===== src/rtl/dma_wr_arbiter.sv =====
// N-channel DMA write arbiter: work-conserving round-robin with burst hold, one registered SDRAM beat.
// Optional `DMA_WR_ARBITER_PRIO0_EN gives channel 0 strict priority over the round-robin channels.
module dma_wr_arbiter #(
  parameter int NCH       = 3,
  parameter int DW        = 128,
  parameter int AW        = 28,
  parameter int MAX_BURST = 4
) (
  input  logic              CLK,
  input  logic              RST,
  input  logic [NCH*DW-1:0] DMA_DATA,
  input  logic [NCH*AW-1:0] DMA_ADR,
  input  logic [NCH-1:0]    DMA_WR,
  output logic [NCH-1:0]    DMA_WAITREQ,
  output logic [DW-1:0]     SDRAM_WRITEDATA,
  output logic [AW-1:0]     SDRAM_ADDRESS,
  output logic              SDRAM_WRITE,
  input  logic              SDRAM_WAITREQUEST
);

  localparam int PW = (NCH > 1) ? $clog2(NCH) : 1;
  localparam int CW = $clog2(MAX_BURST + 1);

  logic              sdram_write_r;
  logic [DW-1:0]     sdram_writedata_r;
  logic [AW-1:0]     sdram_address_r;
  logic [PW-1:0]     last_r;
  logic [PW-1:0]     cur_r;
  logic [CW-1:0]     count_r;
  logic              lock_r;

  logic              free_s;
  logic              hold_s;
  logic [PW:0]       rr_s;
  logic              gnt_valid_s;
  logic [PW-1:0]     gnt_idx_s;
  logic [NCH-1:0]    dma_waitreq_s;

  // First requester after 'last', wrapping modulo NCH; MSB flags that one was found.
  function automatic logic [PW:0] rr_pick(input logic [PW-1:0] last, input logic [NCH-1:0] req);
    logic          found;
    logic          hit;
    logic [PW-1:0] idx;
    logic [PW-1:0] cand;
    found = 1'b0;
    idx   = '0;
    for (int k = 1; k <= NCH; k++) begin
      cand  = PW'((int'(last) + k) % NCH);
      hit   = req[cand] && !found;
      idx   = hit ? cand : idx;
      found = found | hit;
    end
    return {found, idx};
  endfunction

  assign free_s = !sdram_write_r || !SDRAM_WAITREQUEST;
  assign hold_s = lock_r && DMA_WR[cur_r] && (count_r < CW'(MAX_BURST));
  assign rr_s   = rr_pick(last_r, DMA_WR);

  // Grant selection; nothing is granted while in reset or while the output beat is stalled.
  always_comb begin
    gnt_valid_s = 1'b0;
    gnt_idx_s   = '0;
    if (RST && free_s) begin
`ifdef DMA_WR_ARBITER_PRIO0_EN
      if (DMA_WR[0]) begin
        gnt_valid_s = 1'b1;
        gnt_idx_s   = '0;
      end else if (hold_s) begin
        gnt_valid_s = 1'b1;
        gnt_idx_s   = cur_r;
      end else begin
        gnt_valid_s = rr_s[PW];
        gnt_idx_s   = rr_s[PW-1:0];
      end
`else
      if (hold_s) begin
        gnt_valid_s = 1'b1;
        gnt_idx_s   = cur_r;
      end else begin
        gnt_valid_s = rr_s[PW];
        gnt_idx_s   = rr_s[PW-1:0];
      end
`endif
    end else begin
      gnt_valid_s = 1'b0;
      gnt_idx_s   = '0;
    end
  end

  // Only the granted master sees waitrequest low, in the very cycle its beat is captured.
  always_comb begin
    dma_waitreq_s = '1;
    if (gnt_valid_s) begin
      dma_waitreq_s[gnt_idx_s] = 1'b0;
    end else begin
      dma_waitreq_s = '1;
    end
  end

  // Output beat register and round-robin / burst bookkeeping.
  always_ff @(posedge CLK) begin
    if (!RST) begin
      sdram_write_r     <= 1'b0;
      sdram_writedata_r <= '0;
      sdram_address_r   <= '0;
      last_r            <= PW'(NCH - 1);
      cur_r             <= '0;
      count_r           <= '0;
      lock_r            <= 1'b0;
    end else begin
      if (free_s) begin
        sdram_write_r <= gnt_valid_s;
        if (gnt_valid_s) begin
          sdram_writedata_r <= DMA_DATA[gnt_idx_s*DW +: DW];
          sdram_address_r   <= DMA_ADR[gnt_idx_s*AW +: AW];
        end
      end
      if (gnt_valid_s) begin
        last_r <= gnt_idx_s;
        lock_r <= 1'b1;
        // A re-grant after a completed burst (sole requester) starts a fresh burst count.
        if (lock_r && (gnt_idx_s == cur_r) && (count_r < CW'(MAX_BURST))) begin
          count_r <= count_r + CW'(1);
        end else begin
          cur_r   <= gnt_idx_s;
          count_r <= CW'(1);
        end
      end else if (lock_r && !DMA_WR[cur_r]) begin
        lock_r <= 1'b0;
      end
    end
  end

  assign DMA_WAITREQ     = dma_waitreq_s;
  assign SDRAM_WRITE     = sdram_write_r;
  assign SDRAM_WRITEDATA = sdram_writedata_r;
  assign SDRAM_ADDRESS   = sdram_address_r;

endmodule


===== config.mk =====
export PLATFORM = sky130hd
export DESIGN_NAME = dma_wr_arbiter
export DESIGN_NICKNAME = d
export VERILOG_FILES = /design/src/rtl/dma_wr_arbiter.sv
export SDC_FILE = /design/constraint.sdc
export NUM_CORES = 1
export LEC_CHECK = 0
export ABC_AREA = 1
export CAP_MARGIN = 40
export CORE_AREA = 2 2 244 246
export CTS_CLUSTER_SIZE = 8
export DETAILED_ROUTE_END_ITERATION = 10
export DIE_AREA = 0 0 246 248
export SLEW_MARGIN = 20
export SYNTH_ARGS = -nofsm -noshare
export SYNTH_HDL_FRONTEND = slang
export SYNTH_SLANG_ARGS = --single-unit

===== constraint.sdc =====
create_clock -name CLK -period 5.36 [get_ports CLK]
set_input_delay 1.608 -clock CLK [delete_from_list [all_inputs] [get_ports CLK]]
set_output_delay 1.608 -clock CLK [all_outputs]
set_load 0.02 [all_outputs]

**Yosys cells after proc, flatten, opt, wreduce, memory -nomap -nowiden**

Cells that the tools add are included.

- Output and inout port bits: 160
- Flip-flop bits (word level): 165
- Bits of input ports: 474
- Logic and storage cells: 68

- Shifts and indexed selects: 2
- Order comparisons: 7
- Equal/unequal tests: 1
- Add/subtract/negate cells: 4
- Mux-type cells: 21
- Reduce and logical (&&, ||, !) cells: 18
- Multipliers: 1
- Bitwise gates (word level): 4
- Divide/modulo/power cells: 3

Operator list:

| cell | count |
|---|---|
| 384-bit by 10-bit variable part select with 128-bit output | 1 |
| 32-bit by 3-bit remainder unit with 32-bit output (second input constant) | 3 |
| 84-bit by 8-bit variable part select with 28-bit output | 1 |
| 2-bit by 3-bit < comparator with 1-bit output (second input constant) | 5 |
| 2-bit 2-to-1 mux | 5 |
| 1-bit logical AND | 9 |
| 1-bit 2-to-1 mux | 9 |
| 1-bit binary-select mux with 2-bit select | 4 |
| 2-bit by 2-bit adder with 3-bit output (second input constant) | 2 |
| 3-bit 2-to-1 mux | 2 |
| 1-bit zero test | 5 |
| 2-bit by 3-bit multiplier with 5-bit output (second input constant) | 1 |
| 2-bit AND reduction | 2 |
| 2-bit by 1-bit adder with 3-bit output (second input constant) | 1 |
| 3-bit by 1-bit adder with 3-bit output (second input constant) | 1 |
| 3-bit < comparator (second input constant) | 1 |
| 3-bit NOT | 1 |
| 1-bit demux with 2-bit select | 1 |
| 2-bit == test | 1 |
| 2-bit by 1-bit >= comparator with 1-bit output (second input constant) | 1 |
| 1-bit bitwise OR | 2 |
| 2-bit nonzero test | 1 |
| 1-bit logical OR | 1 |
| 1-bit NOT | 1 |

**Depth between registers and ports, before layout**

Gate-level depths: netlist (run 1).

- Word-level depth: 18
- Mapped depth: 20
- Depth with buffers taken out: 18

**Worst setup path after synthesis (run 1)**

No wires, ideal clock.

- Path kind: in2out
- Start: input RST
- End: output DMA_WAITREQ[0]
- Path buffers: 2
- Arrival time: 2.858 ns
- Slack: 0.894 ns
- Cell stages on the path: 9
- Required time: 3.752 ns
- Cells stage by stage: buf_4 -> inv_1 -> nor2_2 -> inv_1 -> nor2_8 -> inv_4 -> nor2_2 -> buf_2 -> nand2_1

- Word-level cells in the longest chain between the ends: 8
- Elaborated cells between the ends (all ways): 10
- Classes of those cells: order compare: 2; mux: 5; bitwise: 1; reduce/logical: 2

RTL lines:

| element | RTL line | source |
|---|---|---|
| start, declared | 10 | `input logic RST,` |
| 1-bit logical AND (*) | 64 | `if (RST && free_s) begin` |
| 2-bit 2-to-1 mux | 64 |  |
| 2-bit by 3-bit < comparator with 1-bit output (implied by the code) / 2-bit by 1-bit >= comparator with 1-bit output (equally long branches) | 95 | `dma_waitreq_s[gnt_idx_s] = 1'b0;` |
| 1-bit logical AND (implied by the code) | 95 |  |
| 1-bit 2-to-1 mux (implied by the code) | 95 |  |
| 1-bit demux with 2-bit select | 95 |  |
| 3-bit NOT (no source line) | - |  |
| 3-bit 2-to-1 mux (*) | 94 | `if (gnt_valid_s) begin` |
| end, declared | 14 | `output logic [NCH-1:0] DMA_WAITREQ,` |

Mark *: on every way between the ends. The rest lies on a longest branch, timed or not.

**Worst setup path after layout (run 1)**

- Start: input DMA_WR[0]
- End: output DMA_WAITREQ[1]

- Word-level cells in the longest chain between the ends: 16
- Elaborated cells between the ends (all ways): 30
- Classes of those cells: order compare: 2; mux: 18; bitwise: 3; reduce/logical: 7

RTL lines:

| element | RTL line | source |
|---|---|---|
| start, declared | 13 | `input logic [NCH-1:0] DMA_WR,` |
| 1-bit binary-select mux with 2-bit select | 49 | `hit = req[cand] && !found;` |
| 1-bit 2-to-1 mux (implied by the code) | 49 |  |
| 1-bit zero test | 49 |  |
| 1-bit logical AND | 49 |  |
| 1-bit bitwise OR | 51 | `found = found \| hit;` |
| 1-bit zero test | 49 |  |
| 1-bit logical AND | 49 |  |
| 2-bit 2-to-1 mux | 50 | `idx = hit ? cand : idx;` |
| 2-bit 2-to-1 mux | 77 | `if (hold_s) begin` |
| 2-bit 2-to-1 mux | 64 |  |
| 2-bit by 3-bit < comparator with 1-bit output (implied by the code) / 2-bit by 1-bit >= comparator with 1-bit output (equally long branches) | 95 |  |
| 1-bit logical AND (implied by the code) | 95 |  |
| 1-bit 2-to-1 mux (implied by the code) | 95 |  |
| 1-bit demux with 2-bit select | 95 |  |
| 3-bit NOT (no source line) | - |  |
| 3-bit 2-to-1 mux (*) | 94 |  |

Mark *: on every way between the ends. The rest lies on a longest branch, timed or not. The select of a mux whose other input is x is not followed.

==> results.tsv, run 1 <==
stage	metric	value	unit
timing	final setup fails	0	
job	max-cap violation count	0	
cts	Max Root-Sink Buffers	2	
floorplan	starting density of the core	0.1588	
detailed_routing	routed len/inst	20.14	um
worst_setup_path	Crit Path Max Fanout	4	
layout	ant diodes	0	
synthesis	Synth Area in XOR/XNOR	0	
layout	area grow syn2layout	80.58	%
layout	area of the multi-input gates	0.005082	mm2
detailed_routing	vias	11236	
global_routing	first-pass GRT wire length	72.06	mm
synthesis	Synth Area in Adders	0.006739	
worst_setup_path	Crit Path Class	in2out	
synthesis	ys flop type	dfxtp_1	
power_and_ir_drop	Max VDD drop	0.0003219	V
place	IO buf count	633	
synthesis	Yosys warning total	0	
worst_setup_path	register-to-register setup slack	1770	ps
timing	setup TNS	0	ps
timing	Slew Limit Fails	0	
detailed_routing	DRT Wirelength	51.14	mm
timing	Final Hold Viols	0	
layout	fillcell total	6264	
floorplan	Die Wd	246	um
synthesis	synthesized net count	1673	
power_and_ir_drop	pwr dens	622.6	mW/mm2
synthesis	Post-synth EDFFs	0	
worst_setup_path	Worst R2R Path Depth	17	
floorplan	Rows	89	
global_routing	initial antenna violation count	1	
synthesis	largest family of logic cells by synthesized area	compound AO/OA/AOI/OAI gates	
cts	TritonCTS clock tree	yes	
detailed_routing	DRT antenna net count	0	
cts	clock latency on the worst-skew pair	480	ps
cts	Clk pin slew, worst setup/hold paths	70	ps
timing	Max-slew headroom	0.3998	
worst_hold_path	Hold Path Class	reg2reg	
detailed_routing	drt pass-1 iters	4	
floorplan	I/O pins	634	
worst_setup_path	CP endpoint kind	primary output	
worst_setup_path	CP endpoint	DMA_WAITREQ[1]	
timing	Final min period	5161	ps
layout	Core Util, Final	0.2867	
layout	commonest cells after routing, fill and taps aside	631 x clkdlybuf4s50_1, 428 x a21oi_1, 165 x dfxtp_1	
layout	most common cell after layout, fill and taps aside	clkdlybuf4s50_1	
timing	RSZ-0062 raised after global routing	false	
cts	Root Driver	clkbuf_16	
worst_setup_path	origin of the worst setup path	DMA_WR[0]	
layout	nets	2234	
worst_setup_path	Setup crit start kind	primary input	
synthesis	Seq/Total Area, Yosys	0.3558	
cts	TritonCTS Sinks	165	
cts	H-tree level count	4	
synthesis	Simple-Gate Fraction of Synth Area	0.07103	
synthesis	Synth Area in Compound Gates	0.4688	
detailed_routing	initial DRC count	450	
global_routing	number of global-route vias before repair	11190	
worst_setup_path	critical path arrival	3550	ps
timing	Tightest Pin Transition	900.3	ps
layout	share of cells above drive strength 1	0.09003	
layout	FF+latch area	0.003303	mm2
worst_setup_path	Worst Path Required	3750	ps
floorplan	Die Area	0.06101	mm2
cts	hold_buf cts	0	
detailed_routing	vias per cell	4.425	
synthesis	mapped cell area	0.009283	mm2
global_routing	largest net degree at the start of global routing	157	
synthesis	async set-reset flop share out of synthesis	0	
global_routing	GRT Total Usage	0.1604	
synthesis	post-synthesis mux area share	0	
timing	Max Freq	193.8	MHz
place	Post-DP HPWL	38.88	mm
floorplan	core area	0.05846	mm2
synthesis	Mapped Cells	1194	
floorplan	Die Height	248	um
worst_hold_path	worst min-delay path startpoint	lock_r$_SDFFE_PN0P_	
place	GPL Wtd Cong	0.8471	
power_and_ir_drop	LEAKAGE	0.006340	uW
synthesis	flops & latches, synth	165	
worst_setup_path	capturing point of the worst reg2reg path	SDRAM_ADDRESS[27]$_SDFFE_PN0P_	
synthesis	syn_area_per_cell	7.774	um2
timing	final period utilization	0.9629	
detailed_routing	number of remaining DRC errors	0	
synthesis	count of cell types in the netlist	34	
outcome	status	finished clean	
global_routing	total gr overflow	0	
worst_setup_path	reg2reg start	last_r[0]$_SDFFE_PN0P_	
timing	final setup skew	14.98	ps
cts	clock buffer count from CTS	17	
[worst min path at each step]
stage / end / slack (ps) / cells after the start
global route: lock_r$_SDFFE_PN0P_ / 500 / 2
CTS: lock_r$_SDFFE_PN0P_ / 490 / 2
detailed placement: lock_r$_SDFFE_PN0P_ / 480 / 2
floorplan: lock_r$_SDFFE_PN0P_ / 440 / 2
finish: lock_r$_SDFFE_PN0P_ / 480 / 2
global placement: count_r[0]$_SDFFE_PN0P_ / 470 / 1
[per-layer routing]
metal / part of all wire / up-vias / routed length (um) / track usage
met5: 0 / - / 0 / 0
met4: 0.029 / 0 / 1479 / 0.06168
met3: 0.092 / 52 / 4687 / 0.05255
met2: 0.49 / 575 / 25190 / 0.2807
met1: 0.39 / 5208 / 19790 / 0.1799
li1: - / 5401 / - / -
[through the flow]
step           hold WS [ps]  cells  cell area [um2]  total power [uW]  worst slack (ps)
3_3_place_gp          466.0   2505            16080              9099             95.08
6_report              484.8   2539            16760             10440             199.0
2_1_floorplan         443.3   1194             9283              6387             894.0
4_1_cts               486.1   2537            16700             10570             72.19
3_5_place_dp          475.1   2507            16130              9210             74.58
5_1_grt               503.8   2539            16760             11170             83.93
[synthesized netlist by cell type (2+ instances only)]
| cell | number | area share |
|---|---|---|
| nand4_1 | 14 | 0.0094 |
| clkbuf_1 | 42 | 0.017 |
| nor2_2 | 3 | 0.0020 |
| inv_1 | 28 | 0.011 |
| a21oi_2 | 10 | 0.0094 |
| nand3_1 | 21 | 0.011 |
| ha_1 | 5 | 0.0067 |
| buf_6 | 11 | 0.013 |
| o31ai_1 | 2 | 0.0016 |
| dfxtp_1 | 165 | 0.36 |
| buf_4 | 9 | 0.0073 |
| nor3_2 | 2 | 0.0022 |
| nand3_2 | 4 | 0.0043 |
| inv_2 | 7 | 0.0028 |
| a31oi_1 | 3 | 0.0020 |
| o21ai_0 | 70 | 0.038 |
| nor2_4 | 2 | 0.0024 |
| buf_12 | 8 | 0.017 |
| o21ai_2 | 65 | 0.061 |
| a21oi_1 | 428 | 0.23 |
| nor2_1 | 8 | 0.0032 |
| o21bai_1 | 145 | 0.12 |
| o21ai_1 | 16 | 0.0086 |
| nand2_1 | 69 | 0.028 |
| buf_2 | 48 | 0.026 |
[report_power, final]
part	internal, uW	switching, uW
clock network	687	602
registers	1890	368
logic	2870	4020
total	5450	4990
[worst max-delay path, stage by stage]
cell and delay [ps]:
clkdlybuf4s50_1 530, inv_1 100, nand3_1 100, nand3_2 110, nor2_4 160, nand2_1 70, nand2_1 70, inv_2 60
nand2_8 80, clkdlybuf4s50_1 660
[cell type report]
type	count	share of cell area
Clock buffer	17	0.02538
Clock inverter	13	0.008957
Inverter	36	0.008957
Multi-Input combinational cell	873	0.3032
Sequential cell	165	0.1971
Tap cell	773	0.05770
Timing Repair Buffer	662	0.3987
[logic make-up (layout without fill, tap and decap cells)]
group / after synthesis / count (layout)
buf+inv: 156 / 728
simple gates: 129 / 129
flops: 165 / 165
compound gates: 739 / 739
fa+ha+maj: 5 / 5
[flip-flops by register name, indices dropped and copies added, names as in the netlist]
register         cells
count_r              3
SDRAM_ADDRESS       28
cur_r                2
last_r               2
SDRAM_WRITEDATA    128
lock_r               1
SDRAM_WRITE          1
[repair_timing]
| item | CTS | global route |
|---|---|---|
| buffers inserted | 0 | 0 |
| gates resized for setup | 0 | 1 |
| hold endpoints to repair | 0 | 0 |
| endpoints found under the setup margin | 0 | 1 |
(Power assumes the default switching activity.)
==> run 2: changes to the inputs <==
--- a/config.mk
+++ b/config.mk
@@ -6,11 +6,12 @@
 export NUM_CORES = 1
 export LEC_CHECK = 0
 export ABC_AREA = 1
+export ABC_CLOCK_PERIOD_IN_PS = 5360
 export CAP_MARGIN = 40
-export CORE_AREA = 2 2 244 246
+export CORE_AREA = 2 2 250 252
 export CTS_CLUSTER_SIZE = 8
 export DETAILED_ROUTE_END_ITERATION = 10
-export DIE_AREA = 0 0 246 248
+export DIE_AREA = 0 0 252 254
 export SLEW_MARGIN = 20
 export SYNTH_ARGS = -nofsm -noshare
 export SYNTH_HDL_FRONTEND = slang
==> run 2 against run 1 <==
Net effect:
- largest cell class unchanged
- combinational power fell by 0.6%
- largest power group unchanged
- routed wire length is 2.3% lower
- first-iteration DRC count increased by 20%
- sequential power about the same
==> results.tsv, run 2 (synthesized netlist as in run 1, its figures left out) <==
stage	metric	value	unit	change
cts	H-tree level count	4		unchanged
global_routing	grt met3 use	0.04968		-0.002875
detailed_routing	drt pass-1 iters	4		unchanged
cts	TritonCTS clock tree	yes		
place	Post-DP HPWL	38.18	mm	-1.8%
detailed_routing	initial DRC count	540		+20%
outcome	status	finished clean		
cts	Root Driver	clkbuf_16		
worst_hold_path	Hold Path Class	reg2reg		
worst_setup_path	critical path arrival	3520	ps	-30 ps
layout	Finished Layout Cells	2554		+0.59%
floorplan	Die Height	254	um	+2.4%
layout	most common cell after layout, fill and taps aside	clkdlybuf4s50_1		
cts	Clk pin slew, worst setup/hold paths	70	ps	about the same
timing	Tightest Pin Transition	949.7	ps	+49.46 ps
cts	TritonCTS Sinks	165		unchanged
global_routing	Most Crowded Layer GR	met2		
place	DP Cell Count	2517		+0.40%
global_routing	largest net degree at the start of global routing	163		+3.8%
timing	Max-slew headroom	0.3668		-0.03298
floorplan	I/O pins	634		unchanged
timing	Final min period	5129	ps	-32.43 ps
global_routing	GR Util met2	0.2588		-0.02194
floorplan	Rows	91		+2.2%
place	pre-CTS WS	54.61	ps	-19.97 ps
detailed_routing	DRT Wirelength	49.95	mm	-2.3%
timing	final setup skew	7.788	ps	-7.190 ps
timing	Slew Limit Fails	0		unchanged
power_and_ir_drop	LEAKAGE	0.006316	uW	-0.38%
global_routing	grt met1 use	0.1606		-0.01937
floorplan	starting density of the core	0.1515		-0.007242
layout	area grow syn2layout	80.21	%	
timing	final period utilization	0.9568		-0.006051
worst_setup_path	Crit Path Class	in2out		
worst_setup_path	Worst Path Required	3750	ps	about the same
place	DP Area	0.01609	mm2	-0.22%
detailed_routing	number of remaining DRC errors	0		unchanged
place	IO buf count	633		unchanged
worst_setup_path	CP endpoint kind	primary output		
global_routing	initial antenna violation count	4		+3
detailed_routing	vias	11110		-1.1%
timing	final worst slack	231.5	ps	+32.43 ps
floorplan	Die Wd	252	um	+2.4%
power_and_ir_drop	pwr dens	618.3	mW/mm2	-0.70%
place	GPL Wtd Cong	0.8559		+1.0%
global_routing	number of global-route vias before repair	11180		-0.089%
layout	nets	2227		-0.31%
layout	commonest cells after routing, fill and taps aside	630 x clkdlybuf4s50_1, 428 x a21oi_1, 165 x dfxtp_1		
timing	Max Freq	195.0	MHz	+0.63%
worst_setup_path	Setup crit start kind	primary input		
floorplan	Die Area	0.06401	mm2	+4.9%
detailed_routing	vias per cell	4.350		-1.7%
worst_setup_path	Crit Path Max Fanout	5		+1
timing	Final Hold Viols	0		unchanged
cts	clock latency on the worst-skew pair	470	ps	about the same
detailed_routing	routed len/inst	19.56	um	-2.9%
power_and_ir_drop	Max VDD drop	0.0004394	V	+37%
floorplan	core area	0.06126	mm2	+4.8%
layout	max FFs per register	128		unchanged
global_routing	first-pass GRT wire length	70.59	mm	-2.0%
cts	Max Root-Sink Buffers	2		unchanged
timing	setup TNS	0	ps	unchanged
layout	Design Area, Final	0.01673	mm2	-0.20%
global_routing	total gr overflow	0		unchanged
global_routing	GRT Total Usage	0.1484		-0.01197
timing	RSZ-0062 raised after global routing	false		
cts	clock buffer count from CTS	17		unchanged
detailed_routing	DRT antenna net count	0		unchanged
timing	final setup fails	0		unchanged
job	max-cap violation count	0		unchanged
layout	share of cells above drive strength 1	0.08688		-0.003152
run 2: cell types whose count changed in the layout (fill, tap and decap cells not counted), sizes merged:
| cell | previous run | this run |
|---|---|---|
| buf | 30 | 23 |
| clkinv | 3 | 6 |
| diode | 0 | 3 |
| clkbuf | 17 | 19 |
| clkinvlp | 4 | 2 |
| bufinv | 2 | 1 |
| clkdlybuf4s50 | 631 | 630 |
| dlymetal6s2s | 1 | 2 |
run 2: timing repair:
item	4_1_cts	5_1_grt
setup buffers	0	0
setup endpoints to repair	0	2
gates resized for setup	0	2
hold buffers	0	0
run 2: layer usage:
metal / routed length (um) / part of all wire / up-vias
met5: 86 / 0.0017 / -
met3: 4378 / 0.088 / 52
met4: 1906 / 0.038 / 4
li1: - / - / 5393
met2: 24280 / 0.49 / 536
met1: 19300 / 0.39 / 5125
run 2: final cells by class:
class,count,area (um2)
multi-input cells,873,5082
clock buffers,19,442.9
clock inverters,13,123.9
well taps,790,988.4
inverters,36,150.1
flip-flops and latches,165,3303
fillers,6628,44530
repair buffers,655,6630
diodes,3,7.507
run 2: power breakdown:
part	switching [uW]	total, uW	internal, uW	leakage [uW]
registers	360	2250	1890	0.00139
clock network	589	1250	658	0.000276
logic	3990	6850	2850	0.00465
run 2: stage by stage:
stage / total power, uW / hold WS [ps] / utilization
2_1_floorplan: 6387 / 443.3 / -
3_3_place_gp: 9021 / 464.7 / 0.2623
3_5_place_dp: 9144 / 462.7 / 0.2627
4_1_cts: 10470 / 478.8 / 0.2720
5_1_grt: 11050 / 509.4 / 0.2731
6_report: 10340 / 484.1 / 0.2731
run 2: path summary, 6_finish.rpt:
path / cells past startpoint / end / slack (ps) / startpoint
max: 8 / DMA_WAITREQ[2] / 230 / DMA_WR[1]
max reg2reg: 15 / SDRAM_WRITEDATA[63]$_SDFFE_PN0P_ / 2230 / last_r[0]$_SDFFE_PN0P_
min: 2 / lock_r$_SDFFE_PN0P_ / 480 / lock_r$_SDFFE_PN0P_
min reg2reg: 2 / lock_r$_SDFFE_PN0P_ / 480 / lock_r$_SDFFE_PN0P_
run 2: worst max-delay path, cell delays in order:
cell,delay (ps)
clkdlybuf4s50_1,570
inv_1,100
nand2_1,80
nand3_2,110
nor2_4,160
nand2_1,110
nand3_4,150
clkdlybuf4s50_1,630
==> run 3: changes to the inputs <==
--- a/config.mk
+++ b/config.mk
@@ -8,10 +8,13 @@
 export ABC_AREA = 1
 export ABC_CLOCK_PERIOD_IN_PS = 5360
 export CAP_MARGIN = 40
-export CORE_AREA = 2 2 250 252
+export CELL_PAD_IN_SITES_DETAIL_PLACEMENT = 0
+export CELL_PAD_IN_SITES_GLOBAL_PLACEMENT = 2
+export CORE_AREA = 2 2 245 247
 export CTS_CLUSTER_SIZE = 8
 export DETAILED_ROUTE_END_ITERATION = 10
-export DIE_AREA = 0 0 252 254
+export DIE_AREA = 0 0 247 249
+export PLACE_DENSITY_LB_ADDON = 0.1
 export SLEW_MARGIN = 20
 export SYNTH_ARGS = -nofsm -noshare
 export SYNTH_HDL_FRONTEND = slang
==> run 3 against run 2 <==
Net effect:
- critical endpoint is now DMA_WAITREQ[1]
- fmax shrank 1.3%
- via count grew 1.1%
- cell area is the same
- routed wire length grew 18%
- first-iteration DRC count shrank 25%
==> results.tsv, run 3 (synthesized netlist as in run 1, its figures left out) <==
stage	metric	value	unit	change
outcome	status	finished clean		
power_and_ir_drop	pwr dens	620.0	mW/mm2	+0.27%
worst_setup_path	register-to-register setup slack	1900	ps	-330 ps
worst_hold_path	Hold Path Class	reg2reg		
cts	Clk pin slew, worst setup/hold paths	70	ps	about the same
cts	clock buffer count from CTS	17		unchanged
worst_setup_path	critical path's top delay family	buffers and inverters		
cts	TritonCTS Sinks	165		unchanged
timing	Final min period	5197	ps	+68.95 ps
layout	Design Area, Final	0.01673	mm2	unchanged
worst_setup_path	Setup crit start kind	primary input		
floorplan	Die Wd	247	um	-2.0%
timing	Tightest Pin Transition	1483	ps	+533.4 ps
place	GPL Wtd Cong	0.7913		-7.5%
cts	TritonCTS clock tree	yes		
layout	commonest cells after routing, fill and taps aside	631 x clkdlybuf4s50_1, 428 x a21oi_1, 165 x dfxtp_1		
timing	final setup fails	0		unchanged
floorplan	Rows	89		-2.2%
global_routing	initial antenna violation count	21		+17
power_and_ir_drop	Psw	4892	uW	-1.0%
worst_setup_path	CP endpoint kind	primary output		
global_routing	first-pass GRT wire length	83.65	mm	+18%
power_and_ir_drop	Seq pwr share	0.215		-0.002
cts	clock latency on the worst-skew pair	500	ps	+30 ps
place	Post-DP HPWL	40.43	mm	+5.9%
worst_setup_path	reg2reg start	last_r[0]$_SDFFE_PN0P_		
cts	cells resized by post-CTS repair	0		unchanged
floorplan	Die Height	249	um	-2.0%
timing	final setup skew	10.91	ps	+3.122 ps
job	max-cap violation count	0		unchanged
layout	most common cell after layout, fill and taps aside	clkdlybuf4s50_1		
cts	Root Driver	clkbuf_16		
worst_setup_path	Crit Path Max Fanout	4		-1
detailed_routing	routed len/inst	23.32	um	+19%
detailed_routing	number of remaining DRC errors	0		unchanged
global_routing	number of global-route vias before repair	11528		+3.1%
worst_setup_path	Worst R2R Path Depth	15		unchanged
place	DP Area	0.01613	mm2	+0.23%
worst_hold_path	Hold EP	count_r[0]$_SDFFE_PN0P_		
worst_setup_path	Crit Path Class	in2out		
worst_setup_path	Buffers & Inverters on Critical Path	4		+1
timing	RSZ-0062 raised after global routing	false		
place	IO buf count	633		unchanged
worst_setup_path	critical path arrival	3590	ps	+70 ps
worst_hold_path	worst min-delay path startpoint	count_r[0]$_SDFFE_PN0P_		
cts	H-tree level count	4		unchanged
timing	Max-slew headroom	0.01124		-0.3556
detailed_routing	DRT antenna net count	0		unchanged
timing	Max Freq	192.4	MHz	-1.3%
global_routing	GRT Total Usage	0.1874		+0.03897
detailed_routing	initial DRC count	405		-25%
timing	Final Hold Viols	0		unchanged
worst_setup_path	Worst Path Required	3750	ps	about the same
floorplan	starting density of the core	0.1582		+0.006639
worst_setup_path	Worst path slowest cell	clkdlybuf4s50_1		
power_and_ir_drop	P_int	5479	uW	+1.5%
power_and_ir_drop	LEAKAGE	0.006313	uW	about the same
timing	setup TNS	0	ps	unchanged
worst_setup_path	cells along the critical path	clkdlybuf4s50_1, inv_2, o21ai_1, nand3_2, nor2_4, nand2_1, nand2_1, inv_2, nand2_8, clkdlybuf4s50_1		
layout	max FFs per register	128		unchanged
worst_setup_path	crit-path max cell delay	690	ps	+60 ps
cts	Max Root-Sink Buffers	2		unchanged
global_routing	total gr overflow	0		unchanged
cts	post-CTS repair timing setup buffer count	0		unchanged
floorplan	core area	0.05869	mm2	-4.2%
timing	final period utilization	0.9697		+0.01286
layout	nets	2223		-0.18%
detailed_routing	vias	11231		+1.1%
floorplan	I/O pins	634		unchanged
global_routing	largest net degree at the start of global routing	163		unchanged
worst_hold_path	Hold Path Cell Cnt	1		-1
worst_setup_path	capturing point of the worst reg2reg path	SDRAM_WRITEDATA[78]$_SDFFE_PN0P_		
floorplan	Die Area	0.06150	mm2	-3.9%
timing	Slew Limit Fails	0		unchanged
detailed_routing	DRT Wirelength	59.10	mm	+18%
power_and_ir_drop	Comb pwr share	0.656		-0.006
detailed_routing	drt pass-1 iters	4		unchanged
layout	area grow syn2layout	80.21	%	unchanged
detailed_routing	vias per cell	4.432		+1.9%
power_and_ir_drop	Sw Ratio	0.4717		-0.006209
layout	share of cells above drive strength 1	0.08485		-0.002031
power_and_ir_drop	Max VDD drop	0.0003791	V	-14%
power_and_ir_drop	Clock power frac	0.129		+0.008
layout	fillcell total	6272		-5.4%
cts	hold_buf cts	0		unchanged
[run 3: routing by layer]
| layer | GRT usage | up-vias | share of wire |
|---|---|---|---|
| met3 | 0.08339 | 64 | 0.098 |
| met5 | 0 | - | 0.0037 |
| met1 | 0.2091 | 5375 | 0.40 |
| met4 | 0.04854 | 32 | 0.013 |
| met2 | 0.3216 | 375 | 0.48 |
| li1 | - | 5385 | - |
[run 3: final cells by class]
class                   count  area [um2]  area share
clock buffers              22       484.2     0.02895
flip-flops and latches    165        3303      0.1975
repair buffers            651        6628      0.3962
inverters                  36       150.1    0.008975
multi-input cells         873        5082      0.3038
diodes                      5       12.51   0.0007479
well taps                 773       967.2     0.05782
clock inverters             9       101.3    0.006058
[run 3: worst max-delay path by stage]
stage	cells past startpoint	slack [ps]	startpoint	endpoint
floorplan	9	890	RST	DMA_WAITREQ[0]
global placement	10	150	DMA_WR[2]	DMA_WAITREQ[1]
detailed placement	10	170	DMA_WR[2]	DMA_WAITREQ[1]
CTS	10	160	DMA_WR[2]	DMA_WAITREQ[1]
global route	10	20	DMA_WR[1]	DMA_WAITREQ[1]
finish	10	160	DMA_WR[2]	DMA_WAITREQ[1]
[run 3: power by group through the flow]
stage / Clock [uW] / Sequential [uW] / Combinational (uW)
final: 1340 / 2230 / 6810
after global routing: 1450 / 2310 / 7390
after CTS: 1430 / 2230 / 6930
after detailed placement: 0 / 2250 / 6910
after global placement: 0 / 2230 / 6890
after floorplan: 0 / 2960 / 3420
[run 3: metrics by stage]
step	utilization	total power, uW	setup slack [ps]	instances	hold slack [ps]
finish	0.2851	10370	162.5	2534	484.6
global route	0.2850	11150	18.90	2532	507.5
CTS	0.2848	10590	164.2	2529	486.7
detailed placement	0.2749	9160	166.5	2498	472.9
global placement	0.2734	9121	153.9	2494	480.7
floorplan	-	6387	894.0	1194	443.3
